File: src/rtl/path_delay_meter_if.sv
// Handshake and path-under-test signals of the path delay meter.
// The meter itself connects through the slave modport; the driver of start/ret/res_ready uses master.
interface path_delay_meter_if #(
    parameter int CNT_W = 8
);
    logic             start;
    logic             busy;
    logic             launch;
    logic             ret;
    logic             res_valid;
    logic             res_ready;
    logic [CNT_W-1:0] res_cycles;
    logic             res_timeout;

    modport slave (
        input  start, ret, res_ready,
        output busy, launch, res_valid, res_cycles, res_timeout
    );

    modport master (
        output start, ret, res_ready,
        input  busy, launch, res_valid, res_cycles, res_timeout
    );
endinterface

File: src/rtl/path_delay_meter.sv
// Launches one transition into an external path and counts clock edges until it returns on ret.
// The result, or a timeout after MAX_CYCLES, is offered on a valid/ready handshake.
module path_delay_meter #(
    parameter int MAX_CYCLES  = 255,
    parameter int CNT_W       = 8,
    parameter int SYNC_STAGES = 2
) (
    input  logic               clk,
    input  logic               rst,
    path_delay_meter_if.slave  bus
);
    typedef enum logic [1:0] {
        ST_IDLE,
        ST_WAIT,
        ST_DONE
    } state_t;

    state_t           state_q;
    logic             launch_q;
    logic             busy_q;
    logic             base_q;
    logic [CNT_W-1:0] cnt_q;
    logic [CNT_W-1:0] cnt_d;
    logic             res_valid_q;
    logic [CNT_W-1:0] res_cycles_q;
    logic             res_timeout_q;
    logic             ret_s;

    // ret is observed through SYNC_STAGES flops; each stage feeds the next.
    generate
        if (SYNC_STAGES == 0) begin : g_nosync
            assign ret_s = bus.ret;
        end else begin : g_sync
            for (genvar gi = 0; gi < SYNC_STAGES; gi++) begin : g_stage
                logic stage_q;
                logic stage_in;
                if (gi == 0) begin : g_first
                    assign stage_in = bus.ret;
                end else begin : g_next
                    assign stage_in = g_stage[gi-1].stage_q;
                end
                always_ff @(posedge clk) begin
                    if (rst) begin
                        stage_q <= 1'b0;
                    end else begin
                        stage_q <= stage_in;
                    end
                end
            end
            assign ret_s = g_stage[SYNC_STAGES-1].stage_q;
        end
    endgenerate

    assign cnt_d = cnt_q + CNT_W'(1);

    always_ff @(posedge clk) begin
        if (rst) begin
            state_q       <= ST_IDLE;
            launch_q      <= 1'b0;
            busy_q        <= 1'b0;
            base_q        <= 1'b0;
            cnt_q         <= '0;
            res_valid_q   <= 1'b0;
            res_cycles_q  <= '0;
            res_timeout_q <= 1'b0;
        end else begin
            case (state_q)
                ST_IDLE: begin
                    if (bus.start) begin
                        launch_q <= ~launch_q;
                        base_q   <= ret_s;
                        cnt_q    <= '0;
                        busy_q   <= 1'b1;
                        state_q  <= ST_WAIT;
                    end
                end
                ST_WAIT: begin
                    cnt_q <= cnt_d;
                    // Comparing against the captured baseline makes detection polarity-independent.
                    if (ret_s != base_q) begin
                        res_cycles_q  <= cnt_d;
                        res_timeout_q <= 1'b0;
                        res_valid_q   <= 1'b1;
                        state_q       <= ST_DONE;
                    end else if (cnt_d == CNT_W'(MAX_CYCLES)) begin
                        res_cycles_q  <= CNT_W'(MAX_CYCLES);
                        res_timeout_q <= 1'b1;
                        res_valid_q   <= 1'b1;
                        state_q       <= ST_DONE;
                    end
                end
                ST_DONE: begin
                    if (bus.res_ready) begin
                        res_valid_q <= 1'b0;
                        busy_q      <= 1'b0;
                        state_q     <= ST_IDLE;
                    end
                end
                default: begin
                    state_q <= ST_IDLE;
                end
            endcase
        end
    end

    assign bus.busy        = busy_q;
    assign bus.launch      = launch_q;
    assign bus.res_valid   = res_valid_q;
    assign bus.res_cycles  = res_cycles_q;
    assign bus.res_timeout = res_timeout_q;
endmodule
File: src/flat_wrapper.sv
// flat-port wrapper written by rule: the top's interface ports become plain ports
module path_delay_meter_flat 
#(
    parameter int MAX_CYCLES  = 255,
    parameter int CNT_W       = 8,
    parameter int SYNC_STAGES = 2
)
  (clk, rst, bus_start, bus_ret, bus_res_ready, bus_busy, bus_launch, bus_res_valid, bus_res_cycles, bus_res_timeout);
  path_delay_meter_if #(.CNT_W(CNT_W)) bus_i ();
  input  logic clk;
  input  logic rst;
  input wire logic [$bits(bus_i.start)-1:0] bus_start;
  input wire logic [$bits(bus_i.ret)-1:0] bus_ret;
  input wire logic [$bits(bus_i.res_ready)-1:0] bus_res_ready;
  output wire logic [$bits(bus_i.busy)-1:0] bus_busy;
  output wire logic [$bits(bus_i.launch)-1:0] bus_launch;
  output wire logic [$bits(bus_i.res_valid)-1:0] bus_res_valid;
  output wire logic [$bits(bus_i.res_cycles)-1:0] bus_res_cycles;
  output wire logic [$bits(bus_i.res_timeout)-1:0] bus_res_timeout;
  assign bus_i.start = bus_start;
  assign bus_i.ret = bus_ret;
  assign bus_i.res_ready = bus_res_ready;
  assign bus_busy = bus_i.busy;
  assign bus_launch = bus_i.launch;
  assign bus_res_valid = bus_i.res_valid;
  assign bus_res_cycles = bus_i.res_cycles;
  assign bus_res_timeout = bus_i.res_timeout;
  path_delay_meter #(.MAX_CYCLES(MAX_CYCLES), .CNT_W(CNT_W), .SYNC_STAGES(SYNC_STAGES)) u_core (.clk(clk), .rst(rst), .bus(bus_i));
endmodule
File: config.mk
export PLATFORM = sky130hd
export DESIGN_NAME = path_delay_meter_flat
export DESIGN_NICKNAME = d
export VERILOG_FILES = /design/src/rtl/path_delay_meter_if.sv /design/src/rtl/path_delay_meter.sv /design/src/flat_wrapper.sv
export SDC_FILE = /design/constraint.sdc
export NUM_CORES = 1
export LEC_CHECK = 0
export CORE_MARGIN = 5
export CORE_UTILIZATION = 61
export DETAILED_ROUTE_END_ITERATION = 8
export DONT_BUFFER_PORTS = 1
export PLACE_DENSITY = 0.77
export SLEW_MARGIN = 20
export SYNTH_ARGS = -nofsm -noshare
export SYNTH_HDL_FRONTEND = slang
export SYNTH_SLANG_ARGS = --single-unit
File: constraint.sdc
create_clock -name clk -period 3.9 [get_ports clk]
set_input_delay 1.17 -clock clk [delete_from_list [all_inputs] [get_ports clk]]
set_output_delay 1.17 -clock clk [all_outputs]
set_load 0.01 [all_outputs]
Word level (Yosys, flattened, before mapping) --
Index checks and enable logic that the tools add are counted.
Word-level totals: register bits after elaboration 25, input port bits 5
Operators by class: add/subtract/negate cells 1, equal/unequal tests 7, mux-type cells 16, bitwise gates (word level) 1, reductions and logical operators 11
Operators by type and width (number):
- $mux W8 | 3
- $pmux W8 S2 | 1
- $reduce_and A3 Y1 | 3
- $add A8 B1 Y8 const B | 1
- $eq A8 B8 Y1 const B | 1
- $mux W2 | 4
- $reduce_bool A2 Y1 | 4
- $pmux W2 S3 | 1
- $reduce_and A2 Y1 | 3
- $mux W1 | 5
- $ne A2 B2 Y1 const B | 2
- $pmux W1 S2 | 2
- $ne A3 B1 Y1 const B | 1
- $eq A2 B1 Y1 const B | 1
- $eq A2 B2 Y1 const B | 1
- $logic_not A2 Y1 | 1
- $ne A1 B1 Y1 | 1
- $not A1 Y1 | 1

Depth between registers and ports, before layout --
depth after elaboration 5, mapped depth 9

Least setup slack after synthesis --
Ideal clock, no wire load.
kind input port to flip-flop, start point input port bus_start, end point register u_core.cnt_q[7], data arrival time 2.068 ns, required time 3.772 ns, setup slack 1.705 ns, cell stages on the path 7, cells stage by stage clkbuf_1 > nor2b_1 > buf_6 > nor2_1 > mux2_2 > a22oi_1 > nor2_1
Between the ends: longest elaborated chain between the ends 2
RTL lines:
- start: declaration | RTL line flat_wrapper.sv:12 | input wire logic [$bits(bus_i.start)-1:0] bus_start;
- $ne A2 B2 Y1 (no source line)
- $reduce_and A2 Y1 (no source line)
- end signal: assignment | RTL line path_delay_meter.sv:78 | cnt_q <= cnt_d;
- end: declaration | RTL line path_delay_meter.sv:22 | logic [CNT_W-1:0] cnt_q;
No other way between the ends. A chain may end at the register's enable or synchronous reset.

Worst setup path after layout --
start point register u_core.cnt_q[3], end point register u_core.state_q[0]
Between the ends: longest elaborated chain between the ends 4
RTL lines:
- $add A8 B1 Y8 | RTL line path_delay_meter.sv:54 | assign cnt_d = cnt_q + CNT_W'(1);
- $eq A8 B8 Y1 | RTL line path_delay_meter.sv:85 | end else if (cnt_d == CNT_W'(MAX_CYCLES)) begin
- $ne A3 B1 Y1 (no source line)
- $reduce_and A3 Y1 (no source line)
- end signal: assignment | RTL line path_delay_meter.sv:58 | state_q <= ST_IDLE;
- end signal: assignment | RTL line path_delay_meter.sv:84 | state_q <= ST_DONE;
- end signal: assignment | RTL line path_delay_meter.sv:89 | state_q <= ST_DONE;
- end: declaration | RTL line path_delay_meter.sv:18 | state_t state_q;
No other way between the ends.

==> results.md <==
- Synth unique cells: 50
- Total of warnings raised by yosys: 0
- Clock power frac: 18.8%
- # fillers: 221
- Grt total ovfl: 0
- FF+latch count, synth: 25
- Final nets: 172
- Worst setup margin: 1.560 ns
- VDD IR max: 0.2722 mV
- Core Rows: 18
- Worst EP required: 4.16 ns
- Switching share of power: 35.35%
- Number of CTS-inserted buffers: 3
- Tightest Pin Transition: 0.7186 ns
- Kind of critical path: flop to flop
- # IOs: 17
- Top FF cell, synth: dfxtp_1
- Worst R2R End: u_core.state_q[0]$_SDFFE_PP0P_
- Number of cells on the worst reg-to-reg path: 6
- Setup TNS: 0 ns
- Port bufs: 0
- Die area: 3559 um^2
- Combinational power share: 29.5%
- Die Span X: 59.66 um
- Top-area cell type share of the netlist area: 33.28%
- Routed WL: 2965 um
- Final Wtd Congestion: 0.9276
- DP Worst Slack: 1.598 ns
- DP HPWL: 2068 um
- Fin Clk Skew: 0.005319 ns
- Worst Hold Path EP: u_core.g_sync.g_stage[1].stage_q$_SDFF_PP0_
- Initial DRC count: 32
- Mean Syn Cell Area: 8.795 um^2
- Achievable clock frequency: 427.4 MHz
- Starting Density: 62.41%
- Top post-synthesis cells by area: dfxtp_1 33%, nand2_1 4.2%, ha_1 4.2%, nor2_1 4.0%, o21a_1 4.0%
- Initial antenna violation count: 0
- Detail Route Antenna Nets: 0
- Mapped Cells: 171
- First-pass GRT wire length: 5023 um
- Crit path from: u_core.cnt_q[3]$_SDFFE_PP0P_
- Final hold violations: 0
- Most used standard cell by instance count after synthesis: dfxtp_1
- Vias in the first global route: 1090
- Post-synthesis sequential area ratio: 33.28%
- Rel. slew slack: 51.59%
- Area of the multi-input gates: 870.8 um^2
- # DRC: 0
- # H-tree levels: 1
- Power share of the sequential group: 51.7%
- Ys async rst share: 0%
- Worst skew pair latency: 0.31 ns
- Hold_buf cts: 0
- Unrepaired setup endpoints after global routing: no
- Post-synth top cells: 25 x dfxtp_1, 17 x nand2_1, 16 x nor2_1, 9 x a21oi_1
- WHS Path Cells: 1
- Max-slew violation count: 0
- Setup bufs post-CTS: 0
- Chip height: 59.66 um
- Sequential cell area: 500.5 um^2
- Worst hold-check path type: flop to flop
- Max-cap violation count: 0
- Synthesized Nets: 181
- Post-synth top area cell: dfxtp_1
- Psw: 0.2169 mW
- Core box area: 2410 um^2
- Share of cells above drive strength 1: 8.075%
- Largest net degree at the start of global routing: 29
- Outcome: finished, final reports clean
- Register clock-pin slew on the reported worst setup and hold paths: 0.13 ns
- # diodes: 0
- Power per Cell Area: 418.8 nW/um^2
- Area Overhead vs Synth: -2.579%
- Worst reg2reg startpoint: u_core.cnt_q[3]$_SDFFE_PP0P_
- Leak: 0.4994 nW
- CTS tree: done
- First-pass DRT Iterations: 4
- Cell Area, Synth: 1504 um^2
- Crit path max fanout: 11
- Final setup vio count: 0
- R2R Setup Slk: 1.56 ns
- Mean number of vias per cell: 6.073
- EDFF count, synth: 0
- Clk buf depth: 2
- Startpoint types: flop
- Wire per inst: 15.52 um
- Arrival time at the worst endpoint: 2.60 ns
- Worst Setup End Kind: flop
- Hold Startpoint: u_core.g_sync.g_stage[0].stage_q$_SDFF_PP0_
- GRT Resource Usage Total: 18.43%
- Root buffer cell: clkbuf_4
- Clock Sinks: 25
- P_int: 0.3967 mW
- Final min period: 2.340 ns
- Vias after detailed routing: 1160
- Number of gates resized after cts: 0
- Tcrit/Tclk final: 60.00%
-- worst max-delay path by stage --
stage	slack [ns]	depth (start not counted)	end
floorplan	1.70	7	u_core.cnt_q[7]$_SDFFE_PP0P_
global placement	1.65	5	u_core.cnt_q[7]$_SDFFE_PP0P_
detailed placement	1.60	5	u_core.cnt_q[7]$_SDFFE_PP0P_
CTS	1.60	6	u_core.bus.res_cycles[7]$_SDFFE_PP0P_
global route	1.41	6	u_core.state_q[0]$_SDFFE_PP0P_
finish	1.56	6	u_core.state_q[0]$_SDFFE_PP0P_
-- logic make-up (layout without fill, tap and decap cells) --
kind of cell	count (synthesis)	after routing	share of synthesized area [%]
XOR/XNOR	5	5	2.912
multiplexers	5	5	3.411
buffers and inverters	22	12	8.817
flip-flops	25	25	33.28
AO/OA/AOI/OAI	44	44	23.05
adder cells (fa/ha/maj)	5	5	4.160
AND/OR/NAND/NOR	65	65	24.38
-- stage by stage --
step	hold WS [ns]	std cells	area (um^2)	utilization [%]	power [mW]
floorplan	0.4138	171	1504	-	0.4957
global placement	0.4173	187	1439	59.71	0.4939
detailed placement	0.4264	187	1439	59.71	0.5028
CTS	0.4532	191	1465	60.80	0.6176
global route	0.4770	191	1465	60.80	0.6539
finish	0.4522	191	1465	60.80	0.6136
-- registers in the layout (all words and copies together) (netlist names) --
register and flops:
u_core.bus.res_timeout 1, u_core.base_q 1, u_core.bus.launch 1, u_core.bus.res_valid 1
u_core.g_sync.g_stage.stage_q 2, u_core.state_q 2, u_core.bus.res_cycles 8, u_core.bus.busy 1
u_core.cnt_q 8
-- placed cells by master (no fill, tap or decap), types with 3 or more instances in the layout --
cell	synthesis	routed
ha_1	5	5
a31oi_1	4	4
nand3_1	3	3
o211ai_1	3	3
nand4_1	4	4
dfxtp_1	25	25
o21ai_0	3	3
nor2_1	16	16
xnor2_1	4	4
a22oi_1	3	3
inv_1	8	8
a21oi_1	9	9
nand2b_1	4	4
clkbuf_4	0	3
o21a_1	8	8
mux2i_1	4	4
nor2b_1	4	4
nand2_1	17	17
a221oi_1	3	3
-- power by group through the flow --
stage          sequential (mW)  combinational [mW]  clock (mW)
5_1_grt                  0.321               0.201       0.132
3_3_place_gp             0.322               0.172           0
6_report                 0.317               0.181       0.115
2_1_floorplan            0.317               0.178           0
3_5_place_dp             0.324               0.179           0
4_1_cts                  0.318               0.179       0.120
-- area by class of cell --
type                    instances  share of cell area (%)
flip-flops and latches         25                   34.16
clock buffers                   4                   1.793
well taps                      30                   2.562
inverters                       8                   2.050
multi-input cells             124                   59.44
-- layer usage --
| layer | share of wire (%) | vias up | global-route usage, % |
|---|---|---|---|
| met5 | 0 | - | 0 |
| met4 | 0.51 | 0 | 7.911 |
| met3 | 3.7 | 2 | 3.456 |
| met2 | 50 | 21 | 28.70 |
| met1 | 46 | 547 | 24.77 |
| li1 | - | 590 | - |
-- critical path, stage by stage (launching register included) --
cell and delay (ns):
dfxtp_1 0.58, inv_1 0.19, or4b_4 0.59, o311ai_4 0.28, nand3_4 0.16, a211oi_2 0.28, mux2i_1 0.20
Power figures use the tool's default switching activity.
